## config.mk

```make
export PLATFORM = sky130hd
export DESIGN_NAME = bfp_scale_ctrl_flat
export DESIGN_NICKNAME = d
export VERILOG_FILES = /design/src/rtl/bfp_scale_ctrl_pkg.sv /design/src/rtl/bfp_scale_ctrl_if.sv /design/src/rtl/bfp_scale_ctrl_bitwidth.sv /design/src/rtl/bfp_scale_ctrl.sv /design/src/flat_wrapper.sv
export SDC_FILE = /design/constraint.sdc
export NUM_CORES = 1
export LEC_CHECK = 0
export ABC_CLOCK_PERIOD_IN_PS = 3300
export BUFFER_PORTS_ARGS = -buffer_cell sky130_fd_sc_hd__buf_2
export CAP_MARGIN = 20
export CORE_ASPECT_RATIO = 1.1
export CORE_MARGIN = 2
export CORE_UTILIZATION = 52
export DETAILED_ROUTE_END_ITERATION = 8
export GPL_TIMING_DRIVEN = 0
export PLACE_DENSITY = 0.77
export SYNTH_ARGS = -nofsm -noshare
export SYNTH_HDL_FRONTEND = slang
export SYNTH_SLANG_ARGS = --single-unit
```

## constraint.sdc

```tcl
create_clock -name clk -period 3.3 [get_ports clk]
set_clock_uncertainty 0.15 [all_clocks]
set_input_delay 0.66 -clock clk [delete_from_list [all_inputs] [get_ports clk]]
set_output_delay 0.66 -clock clk [all_outputs]
set_load 0.01 [all_outputs]
```

## src/rtl/bfp_scale_ctrl_pkg.sv

```systemverilog
// Shared types and helpers for the block-floating-point scale controller.
package bfp_pkg;

    // Default datapath geometry
    localparam int FFT_DW_DEFAULT    = 16;
    localparam int FFT_BFPDW_DEFAULT = 5;
    localparam int FFT_EXPW_DEFAULT  = 6;

    // Controller sequencing states
    typedef enum logic [1:0] {
        IDLE,
        ACCUM,
        DRAIN,
        PUBLISH
    } bfp_state_t;

    // Bit widths the shifter passes through unshifted: empty stage, already
    // normalised, or a -1.0 sample that cannot be normalised further.
    function automatic logic is_pass_through(input int bw, input int dw);
        return (bw == 0) || (bw == dw - 1) || (bw == dw);
    endfunction

    // Largest value the block-exponent accumulator can hold before it sticks.
    function automatic int exp_sat_max(input int expw);
        return (1 << expw) - 1;
    endfunction

endpackage

```

## src/rtl/bfp_scale_ctrl_if.sv

```systemverilog
// Handshake and data bundle between the butterfly pipeline and the scale
// controller. The sat_flag signal exists only when BFP_SAT_DETECT_EN is defined.
interface bfp_scale_ctrl_if #(
    parameter int FFT_DW    = 16,
    parameter int FFT_BFPDW = 5,
    parameter int FFT_EXPW  = 6
);
    logic                 fft_start;
    logic                 stage_start;
    logic                 stage_end;
    logic                 din_valid;
    logic [FFT_DW-1:0]    din_re;
    logic [FFT_DW-1:0]    din_im;
    logic [FFT_BFPDW-1:0] bw_out;
    logic                 bw_update;
    logic [FFT_EXPW-1:0]  exp_out;
    logic                 busy;
    logic                 protocol_err;
`ifdef BFP_SAT_DETECT_EN
    logic                 sat_flag;
`endif

    modport master (
        output fft_start, stage_start, stage_end, din_valid, din_re, din_im,
        input  bw_out, bw_update, exp_out, busy, protocol_err
`ifdef BFP_SAT_DETECT_EN
        , input sat_flag
`endif
    );

    modport slave (
        input  fft_start, stage_start, stage_end, din_valid, din_re, din_im,
        output bw_out, bw_update, exp_out, busy, protocol_err
`ifdef BFP_SAT_DETECT_EN
        , output sat_flag
`endif
    );

endinterface

```

## src/rtl/bfp_scale_ctrl_bitwidth.sv

```systemverilog
// Combinational significant-bit-length detector for one two's complement sample.
module bfp_bitwidth #(
    parameter int FFT_DW    = 16,
    parameter int FFT_BFPDW = 5
) (
    input  logic [FFT_DW-1:0]    din,
    output logic [FFT_BFPDW-1:0] bw
);

    logic [FFT_DW-1:0] mag;

    // Magnitude then highest set bit; negating the most-negative value wraps
    // back to itself, so its top bit lands on FFT_DW without a special case.
    always_comb begin
        mag = din[FFT_DW-1] ? -din : din;
        bw  = '0;
        for (int i = 0; i < FFT_DW; i++) begin
            if (mag[i]) begin
                bw = FFT_BFPDW'(i + 1);
            end
        end
    end

endmodule

```

## src/rtl/bfp_scale_ctrl.sv

```systemverilog
// Block-floating-point scale controller: tracks the widest butterfly output
// of each FFT stage, publishes it to the shifter, and accumulates the block
// exponent. Optional macro BFP_SAT_DETECT_EN adds a sticky sat_flag output.
module bfp_scale_ctrl
    import bfp_pkg::*;
#(
    parameter int FFT_DW    = FFT_DW_DEFAULT,
    parameter int FFT_BFPDW = FFT_BFPDW_DEFAULT,
    parameter int FFT_EXPW  = FFT_EXPW_DEFAULT
) (
    input logic             clk,
    input logic             rst,
    bfp_scale_ctrl_if.slave bus
);

    localparam int EXP_MAX = exp_sat_max(FFT_EXPW);

    bfp_state_t           state;
    logic                 drain_cnt;
    logic                 accept;
    logic [FFT_BFPDW-1:0] bw_re;
    logic [FFT_BFPDW-1:0] bw_im;
    logic                 p1_valid;
    logic [FFT_BFPDW-1:0] p1_bw_re;
    logic [FFT_BFPDW-1:0] p1_bw_im;
    logic [FFT_BFPDW-1:0] p1_max;
    logic [FFT_BFPDW-1:0] stage_max;
    logic [FFT_BFPDW-1:0] stage_max_next;
    logic [FFT_EXPW-1:0]  shift;
    logic [FFT_EXPW:0]    exp_sum;
    logic [FFT_EXPW-1:0]  exp_next;
    logic [FFT_BFPDW-1:0] bw_hold;
    logic                 update_pulse;
    logic [FFT_EXPW-1:0]  exp_acc;
    logic                 busy_flag;
    logic                 err_flag;
`ifdef BFP_SAT_DETECT_EN
    logic                 sat_seen;
`endif

    bfp_bitwidth #(.FFT_DW(FFT_DW), .FFT_BFPDW(FFT_BFPDW)) u_bw_re (
        .din (bus.din_re),
        .bw  (bw_re)
    );

    bfp_bitwidth #(.FFT_DW(FFT_DW), .FFT_BFPDW(FFT_BFPDW)) u_bw_im (
        .din (bus.din_im),
        .bw  (bw_im)
    );

    // Only samples arriving inside an open window are counted.
    assign accept = bus.din_valid && (state == ACCUM);

    // First pipeline stage: capture both component widths of an accepted sample.
    always_ff @(posedge clk) begin
        if (rst || bus.fft_start) begin
            p1_valid <= 1'b0;
            p1_bw_re <= '0;
            p1_bw_im <= '0;
        end else begin
            p1_valid <= accept;
            p1_bw_re <= bw_re;
            p1_bw_im <= bw_im;
        end
    end

    // Running stage maximum and the exponent the shifter will add this stage.
    always_comb begin
        p1_max         = (p1_bw_re > p1_bw_im) ? p1_bw_re : p1_bw_im;
        stage_max_next = stage_max;
        if (p1_valid && (p1_max > stage_max)) begin
            stage_max_next = p1_max;
        end
        if (is_pass_through(int'(stage_max), FFT_DW)) begin
            shift = '0;
        end else begin
            shift = FFT_EXPW'(FFT_DW - 1 - int'(stage_max));
        end
        exp_sum = {1'b0, exp_acc} + {1'b0, shift};
        if (exp_sum > (FFT_EXPW + 1)'(EXP_MAX)) begin
            exp_next = FFT_EXPW'(EXP_MAX);
        end else begin
            exp_next = exp_sum[FFT_EXPW-1:0];
        end
    end

    // Stage sequencing with all outward-facing state registered here; the
    // two DRAIN cycles let the last in-window sample reach stage_max.
    always_ff @(posedge clk) begin
        if (rst || bus.fft_start) begin
            state        <= IDLE;
            drain_cnt    <= 1'b0;
            stage_max    <= '0;
            bw_hold      <= '0;
            update_pulse <= 1'b0;
            exp_acc      <= '0;
            busy_flag    <= 1'b0;
            err_flag     <= 1'b0;
`ifdef BFP_SAT_DETECT_EN
            sat_seen     <= 1'b0;
`endif
        end else begin
            update_pulse <= 1'b0;
            stage_max    <= stage_max_next;
            case (state)
                IDLE: begin
                    if (bus.stage_start) begin
                        stage_max <= '0;
                        busy_flag <= 1'b1;
                        drain_cnt <= 1'b0;
                        state     <= bus.stage_end ? DRAIN : ACCUM;
                    end else if (bus.stage_end) begin
                        err_flag <= 1'b1;
                    end
                end
                ACCUM: begin
                    if (bus.stage_start) begin
                        err_flag <= 1'b1;
                    end
                    if (bus.stage_end) begin
                        drain_cnt <= 1'b0;
                        state     <= DRAIN;
                    end
                end
                DRAIN: begin
                    if (bus.stage_start || bus.stage_end || bus.din_valid) begin
                        err_flag <= 1'b1;
                    end
                    if (drain_cnt) begin
                        state <= PUBLISH;
                    end else begin
                        drain_cnt <= 1'b1;
                    end
                end
                PUBLISH: begin
                    if (bus.stage_start || bus.stage_end) begin
                        err_flag <= 1'b1;
                    end
                    bw_hold      <= stage_max;
                    update_pulse <= 1'b1;
                    busy_flag    <= 1'b0;
                    exp_acc      <= exp_next;
`ifdef BFP_SAT_DETECT_EN
                    if (stage_max == FFT_BFPDW'(FFT_DW)) begin
                        sat_seen <= 1'b1;
                    end
`endif
                    state <= IDLE;
                end
                default: begin
                    state <= IDLE;
                end
            endcase
        end
    end

    assign bus.bw_out       = bw_hold;
    assign bus.bw_update    = update_pulse;
    assign bus.exp_out      = exp_acc;
    assign bus.busy         = busy_flag;
    assign bus.protocol_err = err_flag;
`ifdef BFP_SAT_DETECT_EN
    assign bus.sat_flag     = sat_seen;
`endif

endmodule

```

## src/flat_wrapper.sv

```systemverilog
// flat-port wrapper written by rule: the top's interface ports become plain ports
module bfp_scale_ctrl_flat import bfp_pkg::*;
#(
    parameter int FFT_DW    = FFT_DW_DEFAULT,
    parameter int FFT_BFPDW = FFT_BFPDW_DEFAULT,
    parameter int FFT_EXPW  = FFT_EXPW_DEFAULT
)
  (clk, rst, bus_fft_start, bus_stage_start, bus_stage_end, bus_din_valid, bus_din_re, bus_din_im, bus_bw_out, bus_bw_update, bus_exp_out, bus_busy, bus_protocol_err);
  bfp_scale_ctrl_if #(.FFT_DW(FFT_DW), .FFT_BFPDW(FFT_BFPDW), .FFT_EXPW(FFT_EXPW)) bus_i ();
  input logic clk;
  input logic rst;
  input wire logic [$bits(bus_i.fft_start)-1:0] bus_fft_start;
  input wire logic [$bits(bus_i.stage_start)-1:0] bus_stage_start;
  input wire logic [$bits(bus_i.stage_end)-1:0] bus_stage_end;
  input wire logic [$bits(bus_i.din_valid)-1:0] bus_din_valid;
  input wire logic [$bits(bus_i.din_re)-1:0] bus_din_re;
  input wire logic [$bits(bus_i.din_im)-1:0] bus_din_im;
  output wire logic [$bits(bus_i.bw_out)-1:0] bus_bw_out;
  output wire logic [$bits(bus_i.bw_update)-1:0] bus_bw_update;
  output wire logic [$bits(bus_i.exp_out)-1:0] bus_exp_out;
  output wire logic [$bits(bus_i.busy)-1:0] bus_busy;
  output wire logic [$bits(bus_i.protocol_err)-1:0] bus_protocol_err;
  assign bus_i.fft_start = bus_fft_start;
  assign bus_i.stage_start = bus_stage_start;
  assign bus_i.stage_end = bus_stage_end;
  assign bus_i.din_valid = bus_din_valid;
  assign bus_i.din_re = bus_din_re;
  assign bus_i.din_im = bus_din_im;
  assign bus_bw_out = bus_i.bw_out;
  assign bus_bw_update = bus_i.bw_update;
  assign bus_exp_out = bus_i.exp_out;
  assign bus_busy = bus_i.busy;
  assign bus_protocol_err = bus_i.protocol_err;
  bfp_scale_ctrl #(.FFT_DW(FFT_DW), .FFT_BFPDW(FFT_BFPDW), .FFT_EXPW(FFT_EXPW)) u_core (.clk(clk), .rst(rst), .bus(bus_i));
endmodule
```

==> results.json, run 1 <==
{
  "status": "finished clean",
  "fillerInstances": 536,
  "timing.critical_path.slowest_stage_cell": "sky130_fd_sc_hd__dfxtp_2",
  "synth_cell_types": 59,
  "synth-edff-count": 0,
  "holdWs_ns": 0.328,
  "max-slew-margin-rel": 0.384,
  "die_footprint_um2": 6780,
  "post-route-min-period_ns": 3.20,
  "cp-start-kind": "flip-flop",
  "synth_async_sr_flop_share": 0,
  "port_buffers": 39,
  "synth_flop_cell": "sky130_fd_sc_hd__dfxtp_1",
  "via_count_of_the_first_global_routing_pass": 3132,
  "drt.antenna.violating_nets": 0,
  "design_power_total_mw": 1.01,
  "tightest_slew_ns": 0.916,
  "coreArea_um2": 5840,
  "vias": 3455,
  "firstDrtPassIters": 5,
  "finalInstanceArea_um2": 3650,
  "cp_cell_sequence": "inv_1, ha_4, nor2b_4, o21a_1, o21a_1, o21ai_2, a21oi_2, mux2i_1, inv_1, ha_4, nor2b_1, o21a_1, o211ai_1, a21oi_2, buf_6, buf_4, a21oi_1",
  "post_synthesis_cell_area_um2": 3190,
  "htreeDepth": 2,
  "path_common_cell": "sky130_fd_sc_hd__o21a_1",
  "crit_path_max_incr_delay_ns": 0.34,
  "antenna_found_initial": 0,
  "clkSinkCount": 33,
  "clockRootBuffer": "sky130_fd_sc_hd__clkbuf_8",
  "synth_largest_type_area_fraction": 0.207,
  "route.detailed.drc": 0,
  "post_synth_main_area_contributors": "sky130_fd_sc_hd__dfxtp_1 (21%), sky130_fd_sc_hd__ha_1 (9.0%), sky130_fd_sc_hd__a21oi_1 (7.7%), sky130_fd_sc_hd__o21ai_0 (7.5%), sky130_fd_sc_hd__nor2_1 (6.0%)",
  "vias_per_cell": 5.91,
  "placed_cells_incl_taps": 573,
  "number_of_top_level_pins": 52,
  "worst_path_dominant_cell_family": "compound AO/OA/AOI/OAI gates",
  "yosysSeqAreaShare": 0.207,
  "synth_top_area_cell": "sky130_fd_sc_hd__dfxtp_1",
  "placedInstanceArea_um2": 3480,
  "power_per_cell_area_nw_per_um2": 278,
  "timing_worst_setup_path_type": "flip-flop to flip-flop",
  "clock_latency_ns": 0.29,
  "drive_above_1_share": 0.150,
  "route.final.wire_length_um": 8050,
  "hold_violations": 0,
  "endpoint_kind": "flip-flop",
  "grt_first_pass_wirelength_um": 13500,
  "synthesized_area_divided_by_synthesized_cell_count_um2": 6.98,
  "critPathRequiredTime_ns": 3.37,
  "grt-ovfl-total": 0,
  "stdcell_count": 585,
  "cp.buffers_inverters": 4,
  "cp_data_arrival_time_ns": 3.27,
  "groute.usage.overall": 0.241,
  "clock_path_buffers": 2,
  "placementRows": 29,
  "maxCapViolCount": 0,
  "grt_max_degree": 11,
  "final_clock_period_utilization_by_the_worst_path": 0.970,
  "totalNegativeSetupSlack_ns": 0,
  "yosysWarningCount": 0,
  "fin_nets": 569,
  "syn_to_final_growth_pct": 14.3,
  "post_synthesis_instance_total": 457,
  "horizontal_die_dimension_um": 78.7,
  "detail_placement_hpwl_um": 6020,
  "cp_max_fo": 8,
  "total_clock_buffers_created_by_cts": 5,
  "final-setup-viol-count": 0,
  "synth.net_count": 519,
  "p_leak_nw": 1.55,
  "clk_transition_reported_paths_ns": 0.07,
  "clock_tree_from_tritoncts": "yes",
  "flip_flop_and_latch_count_after_synthesis": 33,
  "vdd_ir_drop_max_mv": 0.185,
  "route.detailed.wl_per_inst_um": 13.8,
  "timing.fmax_mhz": 312,
  "initial_util": 0.546,
  "final_slew_violations": 0,
  "finalWeightedCongestion": 0.905,
  "hold_path.class": "flip-flop to flip-flop",
  "antenna_cells_inserted": 0,
  "drtIter0Drc": 171,
  "die-height_um": 86.2
}
[path summary, 6_finish.rpt]
kind                                                      startpoint                              endpoint  slack (ns)  cells past startpoint
worst max-delay path                   u_core.p1_bw_im[1]$_SDFF_PP0_        u_core.stage_max[1]$_SDFF_PP0_         0.1                     17
worst min-delay path            u_core.bus.protocol_err$_SDFFE_PP0P_  u_core.bus.protocol_err$_SDFFE_PP0P_        0.33                      2
worst max register to register         u_core.p1_bw_im[1]$_SDFF_PP0_        u_core.stage_max[1]$_SDFF_PP0_         0.1                     17
worst min register to register  u_core.bus.protocol_err$_SDFFE_PP0P_  u_core.bus.protocol_err$_SDFFE_PP0P_        0.33                      2
[Yosys cell counts (5+ instances only)]
cell / number
sky130_fd_sc_hd__a21o_1: 5
sky130_fd_sc_hd__a31oi_1: 8
sky130_fd_sc_hd__xnor2_1: 5
sky130_fd_sc_hd__nor2_1: 51
sky130_fd_sc_hd__nand2_1: 31
sky130_fd_sc_hd__nand3_1: 18
sky130_fd_sc_hd__o32ai_1: 5
sky130_fd_sc_hd__xor2_1: 5
sky130_fd_sc_hd__o21ai_0: 48
sky130_fd_sc_hd__mux2i_1: 15
sky130_fd_sc_hd__ha_1: 23
sky130_fd_sc_hd__nor2b_1: 7
sky130_fd_sc_hd__o21a_1: 5
sky130_fd_sc_hd__nor3_1: 15
sky130_fd_sc_hd__a21oi_1: 49
sky130_fd_sc_hd__a32oi_1: 5
sky130_fd_sc_hd__nor4_1: 6
sky130_fd_sc_hd__inv_1: 42
sky130_fd_sc_hd__dfxtp_1: 33
sky130_fd_sc_hd__clkbuf_1: 17
[area by class of cell]
cell class / count / area, µm² / area share
clock inverters: 2 / 10.0 / 0.00274
clock buffers: 6 / 72.6 / 0.0199
multi-input cells: 360 / 2320 / 0.636
well taps: 77 / 96.3 / 0.0264
flip-flops and latches: 33 / 662 / 0.181
repair buffers: 43 / 229 / 0.0628
plain buffers: 22 / 101 / 0.0278
inverters: 42 / 158 / 0.0432
[flip-flops by register name, indices dropped and copies added (netlist names)]
signal,cells
u_core.bus.exp_out,6
u_core.bus.bw_out,5
u_core.p1_bw_im,5
u_core.p1_bw_re,5
u_core.stage_max,5
u_core.state,2
u_core.bus.busy,1
u_core.bus.bw_update,1
u_core.bus.protocol_err,1
u_core.drain_cnt,1
u_core.p1_valid,1
[cell families (layout without fill, tap and decap cells)]
family                   after synthesis  count (layout)  share of synthesized area
buffers and inverters                 64             115                     0.0812
XOR/XNOR                              10              10                     0.0274
AND/OR/NAND/NOR                      152             152                      0.227
flip-flops                            33              33                      0.207
adder cells (fa/ha/maj)               24              24                     0.0965
multiplexers                          16              16                     0.0506
AO/OA/AOI/OAI                        158             158                      0.311
[report_power, final]
| group | switching (mW) | leakage [nW] | internal [mW] |
|---|---|---|---|
| clock | 0.142 | 0.0450 | 0.146 |
| combinational | 0.179 | 1.24 | 0.129 |
| sequential | 0.00791 | 0.269 | 0.409 |
| total | 0.328 | 1.55 | 0.684 |
[per-stage QoR]
step                      utilization  setup WS [ns]
final                           0.624         0.0995
after global routing            0.624        -0.0261
after CTS                       0.615         0.0707
after detailed placement        0.596         -0.391
after global placement          0.596         -0.167
after floorplan                     -          0.195
[cells in the final DEF (no fill, tap or decap), drive strengths merged, types with 5 or more instances in the layout]
cell / instances
nor2: 52
a21oi: 49
o21ai: 48
buf: 48
inv: 42
dfxtp: 33
nand2: 31
ha: 23
clkbuf: 23
nand3: 18
nor3: 15
mux2i: 15
a31oi: 8
nor2b: 7
nor4: 6
o21a: 5
a32oi: 5
xor2: 5
o32ai: 5
a21o: 5
xnor2: 5
[worst min-delay path: cells and delay by family (launching register included)]
| family | cells | cell delay [ns] |
|---|---|---|
| AO/OA/AOI/OAI | 1 | 0.05 |
| flip-flops | 1 | 0.33 |
| AND/OR/NAND/NOR | 1 | 0.07 |
[layer usage]
layer  track usage  vias up  wire (µm)
met1         0.288     1576       3460
met5             0        -          0
li1              -     1766          -
met2         0.449      104       4100
met3        0.0295        9        397
met4        0.0670        0         91
[repair_timing]
item                                    4_1_cts  5_1_grt
buffers inserted                              3        1
gates resized for setup                       3       11
pin swaps                                     2        5
hold buffers                                  0        0
endpoints found under the setup margin        5        5
No activity file was read; power rests on OpenSTA's default activity.
==> run 2: changes to the inputs <==
--- a/config.mk
+++ b/config.mk
@@ -9,10 +9,11 @@
 export BUFFER_PORTS_ARGS = -buffer_cell sky130_fd_sc_hd__buf_2
 export CAP_MARGIN = 20
 export CORE_ASPECT_RATIO = 1.1
-export CORE_MARGIN = 2
 export CORE_UTILIZATION = 52
 export DETAILED_ROUTE_END_ITERATION = 8
+export GPL_ROUTABILITY_DRIVEN = 0
 export GPL_TIMING_DRIVEN = 0
+export HOLD_SLACK_MARGIN = 0.05
 export PLACE_DENSITY = 0.77
 export SYNTH_ARGS = -nofsm -noshare
 export SYNTH_HDL_FRONTEND = slang
==> results.json, run 2 (synthesized netlist as in run 1, its figures left out) <==
{
  "clk_transition_reported_paths_ns": 0.06,
  "timing.fmax_mhz": 313,
  "largest_register_ff_count": 6,
  "clock_path_buffers": 2,
  "vdd_ir_drop_max_mv": 0.231,
  "vias": 3468,
  "p_leak_nw": 1.54,
  "maxCapViolCount": 0,
  "rr_worst_depth": 17,
  "timing_worst_setup_path_type": "flip-flop to flip-flop",
  "hold_violations": 0,
  "cts_hold_buffers": 0,
  "coreArea_um2": 5840,
  "crit_end": "u_core.stage_max[0]$_SDFF_PP0_",
  "stdcell_count": 584,
  "power_per_cell_area_nw_per_um2": 283,
  "clock_tree_from_tritoncts": "yes",
  "timing.rr.end": "u_core.stage_max[0]$_SDFF_PP0_",
  "drive_above_1_share": 0.146,
  "final_slew_violations": 0,
  "crit_path_start": "u_core.p1_bw_im[1]$_SDFF_PP0_",
  "finish.utilization": 0.621,
  "placementRows": 29,
  "drt.antenna.violating_nets": 0,
  "placedInstanceArea_um2": 3480,
  "grt_max_degree": 11,
  "number_of_top_level_pins": 52,
  "fin_nets": 569,
  "final_clock_period_utilization_by_the_worst_path": 0.969,
  "die-height_um": 84.2,
  "clkSinkCount": 33,
  "leading_cell_type_in_the_layout_fill_and_taps_excluded": "sky130_fd_sc_hd__nor2_1",
  "antenna_found_initial": 0,
  "cp_data_arrival_time_ns": 3.21,
  "initial_util": 0.546,
  "grt-ovfl-total": 0,
  "groute.usage.overall": 0.244,
  "route.final.wire_length_um": 7890,
  "route.detailed.drc": 0,
  "vias_per_cell": 5.94,
  "status": "finished clean",
  "tightest_slew_ns": 0.869,
  "post-route-min-period_ns": 3.20,
  "reg2reg_slack_ns": 0.10,
  "horizontal_die_dimension_um": 76.7,
  "via_count_of_the_first_global_routing_pass": 3140,
  "htreeDepth": 2,
  "endpoint_kind": "flip-flop",
  "max-slew-margin-rel": 0.415,
  "r2r_start": "u_core.p1_bw_im[1]$_SDFF_PP0_",
  "antenna_cells_inserted": 0,
  "clock_latency_ns": 0.28,
  "clockRootBuffer": "sky130_fd_sc_hd__clkbuf_8",
  "firstDrtPassIters": 4,
  "detail_placement_hpwl_um": 5890,
  "hold_path.class": "flip-flop to flip-flop",
  "final-setup-viol-count": 0,
  "cp_max_fo": 5,
  "total_clock_buffers_created_by_cts": 5,
  "grt_first_pass_wirelength_um": 13200,
  "die_footprint_um2": 6450,
  "cp-start-kind": "flip-flop",
  "port_buffers": 39,
  "route.detailed.wl_per_inst_um": 13.5,
  "finalInstanceArea_um2": 3630,
  "final_cell_mix": "sky130_fd_sc_hd__nor2_1 (51), sky130_fd_sc_hd__a21oi_1 (47), sky130_fd_sc_hd__inv_1 (42), sky130_fd_sc_hd__buf_2 (42), sky130_fd_sc_hd__o21ai_0 (41)",
  "placed_cells_incl_taps": 573,
  "drtIter0Drc": 130,
  "syn_to_final_growth_pct": 13.8,
  "critPathRequiredTime_ns": 3.31
}
[run 2: final cells by class]
type | instances | area, µm²
plain buffers | 22 | 101
repair buffers | 42 | 218
well taps | 77 | 96.3
clock buffers | 7 | 86.3
multi-input cells | 361 | 2310
flip-flops and latches | 33 | 662
inverters | 42 | 158
fillers | 560 | 2210
[run 2: timing repair]
item | in CTS | in global routing
gates cloned | 0 | 1
setup buffers | 1 | 3
endpoints found under the hold margin | 0 | 0
setup endpoints to repair | 5 | 5
resized for setup | 3 | 12
pin swaps | 1 | 4
[run 2: worst min path at each step]
stage | from | to | slack [ns] | cells past startpoint
after floorplan | u_core.drain_cnt$_SDFFE_PP0P_ | u_core.drain_cnt$_SDFFE_PP0P_ | 0.30 | 2
after global placement | u_core.bus.protocol_err$_SDFFE_PP0P_ | u_core.bus.protocol_err$_SDFFE_PP0P_ | 0.31 | 2
after detailed placement | u_core.bus.protocol_err$_SDFFE_PP0P_ | u_core.bus.protocol_err$_SDFFE_PP0P_ | 0.32 | 2
after CTS | u_core.bus.protocol_err$_SDFFE_PP0P_ | u_core.bus.protocol_err$_SDFFE_PP0P_ | 0.33 | 2
after global routing | u_core.bus.protocol_err$_SDFFE_PP0P_ | u_core.bus.protocol_err$_SDFFE_PP0P_ | 0.36 | 2
final | u_core.bus.protocol_err$_SDFFE_PP0P_ | u_core.bus.protocol_err$_SDFFE_PP0P_ | 0.33 | 2
[run 2: critical path, stage by stage (launching register included)]
cell and delay, ns:
sky130_fd_sc_hd__dfxtp_2 0.34, sky130_fd_sc_hd__inv_1 0.04, sky130_fd_sc_hd__ha_1 0.30, sky130_fd_sc_hd__nor2b_2 0.16, sky130_fd_sc_hd__o21a_1 0.16, sky130_fd_sc_hd__o21a_1 0.18
sky130_fd_sc_hd__o21ai_2 0.16, sky130_fd_sc_hd__a21oi_2 0.10, sky130_fd_sc_hd__mux2i_2 0.20, sky130_fd_sc_hd__inv_1 0.07, sky130_fd_sc_hd__ha_1 0.28, sky130_fd_sc_hd__nor2b_1 0.14
sky130_fd_sc_hd__o21a_1 0.16, sky130_fd_sc_hd__o211ai_1 0.17, sky130_fd_sc_hd__buf_4 0.17, sky130_fd_sc_hd__a21oi_4 0.07, sky130_fd_sc_hd__o21ai_1 0.16, sky130_fd_sc_hd__a21oi_1 0.07
[run 2: report_power, final]
| group | switching, mW | leakage (nW) | internal (mW) |
|---|---|---|---|
| clock | 0.132 | 0.0443 | 0.165 |
| combinational | 0.182 | 1.22 | 0.129 |
| sequential | 0.00779 | 0.269 | 0.409 |
[run 2: layer usage]
metal  GRT usage  wire, µm  up-vias  share of wire
li1            -         -     1761              -
met1       0.293      3540     1592           0.45
met2       0.439      3930      105           0.50
met3      0.0359       327       10          0.041
met4      0.0839        97        0          0.012
met5           0         0        -              0
[run 2: through the flow]
step | power (mW) | setup TNS, ns | setup slack (ns) | hold WS (ns)
5_1_grt | 1.09 | -0.0526 | -0.0326 | 0.356
2_1_floorplan | 0.627 | 0 | 0.195 | 0.304
6_report | 1.03 | 0 | 0.102 | 0.330
4_1_cts | 1.01 | 0 | 0.0170 | 0.334
3_3_place_gp | 0.697 | -0.801 | -0.173 | 0.313
3_5_place_dp | 0.705 | -1.11 | -0.234 | 0.318
==> run 3: changes to the inputs <==
--- a/config.mk
+++ b/config.mk
@@ -5,16 +5,17 @@
 export SDC_FILE = /design/constraint.sdc
 export NUM_CORES = 1
 export LEC_CHECK = 0
-export ABC_CLOCK_PERIOD_IN_PS = 3300
+export ABC_CLOCK_PERIOD_IN_PS = 2900
 export BUFFER_PORTS_ARGS = -buffer_cell sky130_fd_sc_hd__buf_2
 export CAP_MARGIN = 20
 export CORE_ASPECT_RATIO = 1.1
-export CORE_UTILIZATION = 52
+export CORE_UTILIZATION = 53
 export DETAILED_ROUTE_END_ITERATION = 8
 export GPL_ROUTABILITY_DRIVEN = 0
 export GPL_TIMING_DRIVEN = 0
 export HOLD_SLACK_MARGIN = 0.05
-export PLACE_DENSITY = 0.77
+export PLACE_DENSITY_LB_ADDON = 0.05
 export SYNTH_ARGS = -nofsm -noshare
 export SYNTH_HDL_FRONTEND = slang
+export SYNTH_HIERARCHICAL = 1
 export SYNTH_SLANG_ARGS = --single-unit
==> constraint.sdc (replaced) <==
create_clock -name clk -period 2.9 [get_ports clk]
set_clock_uncertainty 0.15 [all_clocks]
set_input_delay 0.58 -clock clk [delete_from_list [all_inputs] [get_ports clk]]
set_output_delay 0.58 -clock clk [all_outputs]
set_load 0.01 [all_outputs]
==> results.json, run 3 <==
{
  "leading_cell_type_in_the_layout_fill_and_taps_excluded": "sky130_fd_sc_hd__buf_2",
  "clk_transition_reported_paths_ns": 0.06,
  "vias_per_cell": 6.06,
  "cp_data_arrival_time_ns": 2.95,
  "synth-edff-count": 0,
  "reg2reg_slack_ns": -0.03,
  "endpoint_kind": "flip-flop",
  "r2r_start": "u_core/p1_bw_im[2]$_SDFF_PP0_",
  "maxCapViolCount": 0,
  "coreArea_um2": 6190,
  "grt_first_pass_wirelength_um": 14100,
  "synth_largest_type_area_fraction": 0.194,
  "yosysSeqAreaShare": 0.194,
  "post_synth_main_area_contributors": "sky130_fd_sc_hd__dfxtp_1 (19%), sky130_fd_sc_hd__ha_1 (8.1%), sky130_fd_sc_hd__mux2i_1 (4.7%), sky130_fd_sc_hd__nor2_1 (4.5%), sky130_fd_sc_hd__o21ai_0 (4.3%)",
  "cp-start-kind": "flip-flop",
  "flip_flop_and_latch_count_after_synthesis": 33,
  "clock_path_buffers": 2,
  "placementRows": 30,
  "hold-path-endpoint": "u_core/bus.protocol_err$_SDFFE_PP0P_",
  "rr_worst_depth": 13,
  "final-setup-viol-count": 4,
  "die_footprint_um2": 6750,
  "antenna_cells_inserted": 0,
  "timing_worst_setup_path_type": "flip-flop to flip-flop",
  "post_synthesis_instance_total": 441,
  "synth_cell_types": 66,
  "number_of_top_level_pins": 52,
  "violated_checks": "setup timing",
  "synth_async_sr_flop_share": 0,
  "route.detailed.wl_per_inst_um": 14.8,
  "fillerInstances": 547,
  "total_clock_buffers_created_by_cts": 5,
  "clock_latency_ns": 0.29,
  "horizontal_die_dimension_um": 78.4,
  "final_slew_violations": 0,
  "timing.hold.worst.start": "u_core/bus.protocol_err$_SDFFE_PP0P_",
  "grt_max_degree": 11,
  "totalNegativeSetupSlack_ns": -0.0748,
  "final_cell_mix": "sky130_fd_sc_hd__buf_2 (48), sky130_fd_sc_hd__nor2_1 (38), sky130_fd_sc_hd__inv_1 (28), sky130_fd_sc_hd__o21ai_0 (28), sky130_fd_sc_hd__dfxtp_1 (28)",
  "drt.antenna.violating_nets": 0,
  "post-route-min-period_ns": 2.93,
  "tightest_slew_ns": 0.692,
  "synthesized_area_divided_by_synthesized_cell_count_um2": 7.72,
  "final_clock_period_utilization_by_the_worst_path": 1.01,
  "clockRootBuffer": "sky130_fd_sc_hd__clkbuf_8",
  "synth_top_area_cell": "sky130_fd_sc_hd__dfxtp_1",
  "detail_placement_hpwl_um": 6250,
  "crit_path_start": "u_core/p1_bw_im[2]$_SDFF_PP0_",
  "hold_path.class": "flip-flop to flip-flop",
  "drive_above_1_share": 0.246,
  "hold_violations": 0,
  "rsz0062_at_grt": "yes",
  "synth_common_cells": "sky130_fd_sc_hd__nor2_1 (41), sky130_fd_sc_hd__dfxtp_1 (33), sky130_fd_sc_hd__inv_1 (30)",
  "vdd_ir_drop_max_mv": 0.235,
  "synth_flop_cell": "sky130_fd_sc_hd__dfxtp_1",
  "dpl_worst_slack_ns": -0.214,
  "max-slew-margin-rel": 0.537,
  "p_leak_nw": 1.61,
  "timing.rr.end": "u_core/stage_max[2]$_SDFF_PP0_",
  "via_count_of_the_first_global_routing_pass": 3099,
  "htreeDepth": 2,
  "post_synthesis_cell_area_um2": 3400,
  "multiInputGateArea_um2": 2690,
  "timing.fmax_mhz": 342,
  "post-synth-top-count-cell": "sky130_fd_sc_hd__nor2_1",
  "route.detailed.drc": 0,
  "status": "finished, violations left",
  "clock_tree_from_tritoncts": "yes",
  "port_buffers": 45,
  "syn_to_final_growth_pct": 19.8,
  "route.final.wire_length_um": 8680,
  "critPathRequiredTime_ns": 2.92,
  "cp_max_fo": 5,
  "timing.hold.worst_path_depth": 2,
  "grt-ovfl-total": 0,
  "die-height_um": 86.1,
  "synth.net_count": 502,
  "largest_register_ff_count": 6,
  "fin_nets": 565,
  "seq_area_um2": 667,
  "vias": 3545,
  "cts_hold_buffers": 0,
  "power_per_cell_area_nw_per_um2": 305,
  "initial_util": 0.550,
  "drtIter0Drc": 127,
  "clkSinkCount": 33,
  "antenna_found_initial": 0,
  "worst_slack_ns": -0.0282,
  "firstDrtPassIters": 4,
  "yosysWarningCount": 6,
  "groute.usage.overall": 0.256
}
-- run 3: cell families after synthesis --
logic type | after synthesis | synth area share
compound gates | 131 | 0.267
xor+xnor | 15 | 0.0386
fa+ha+maj | 23 | 0.0867
buf+inv | 56 | 0.0680
flops | 33 | 0.194
mux | 20 | 0.0625
simple gates | 163 | 0.283
-- run 3: area by class of cell --
class,count,area share
repair buffers,55,0.0755
flip-flops and latches,33,0.163
multi-input cells,353,0.660
plain buffers,24,0.0273
inverters,32,0.0294
clock buffers,8,0.0196
well taps,80,0.0245
-- run 3: critical path: stages, from the launching register on --
cell                       delay, ns
sky130_fd_sc_hd__dfxtp_2        0.32
sky130_fd_sc_hd__inv_1          0.06
sky130_fd_sc_hd__ha_4           0.26
sky130_fd_sc_hd__and3_4         0.21
sky130_fd_sc_hd__o21ai_4        0.07
sky130_fd_sc_hd__a32oi_4        0.27
sky130_fd_sc_hd__mux2i_2        0.28
sky130_fd_sc_hd__inv_1          0.10
sky130_fd_sc_hd__ha_4           0.28
sky130_fd_sc_hd__nand3b_1       0.07
sky130_fd_sc_hd__a21o_1         0.22
sky130_fd_sc_hd__a21oi_4        0.28
sky130_fd_sc_hd__buf_6          0.15
sky130_fd_sc_hd__a211oi_2       0.06
-- run 3: where the power goes --
group	internal [mW]	switching, mW	leakage, nW	total (mW)
registers	0.466	0.0115	0.270	0.478
logic	0.192	0.242	1.30	0.435
clock network	0.170	0.160	0.0395	0.330
total	0.829	0.414	1.61	1.24
-- run 3: layer usage --
metal	part of all wire	GRT usage	up-vias
li1	-	-	1776
met1	0.45	0.320	1660
met2	0.50	0.442	95
met3	0.036	0.0330	14
met4	0.015	0.101	0
met5	0	0	-
-- run 3: how the worst max path moves through the flow --
stage / end / slack (ns) / cells after the start
3_5_place_dp: u_core/stage_max[1]$_SDFF_PP0_ / -0.21 / 13
4_1_cts: u_core/stage_max[1]$_SDFF_PP0_ / -0.06 / 13
3_3_place_gp: u_core/stage_max[1]$_SDFF_PP0_ / -0.10 / 13
6_report: u_core/stage_max[2]$_SDFF_PP0_ / -0.03 / 13
5_1_grt: u_core/stage_max[2]$_SDFF_PP0_ / -0.13 / 13
2_1_floorplan: u_core/stage_max[1]$_SDFF_PP0_ / 0.14 / 13
-- run 3: repair_timing --
item	CTS	global route
setup buffers	4	6
gates resized for setup	23	13
pin swaps	4	11
setup endpoints to repair	5	5
cloned	1	0
hold endpoints to repair	0	0
-- run 3: metrics by stage --
| step | total power, mW | area [µm²] | hold WS, ns | utilization | instances |
|---|---|---|---|---|---|
| 2_1_floorplan | 0.751 | 3400 | 0.310 | - | 441 |
| 3_3_place_gp | 0.841 | 3730 | 0.301 | 0.602 | 566 |
| 3_5_place_dp | 0.850 | 3730 | 0.320 | 0.602 | 566 |
| 4_1_cts | 1.22 | 3970 | 0.336 | 0.641 | 579 |
| 5_1_grt | 1.31 | 4080 | 0.360 | 0.659 | 585 |
| 6_report | 1.24 | 4080 | 0.330 | 0.659 | 585 |
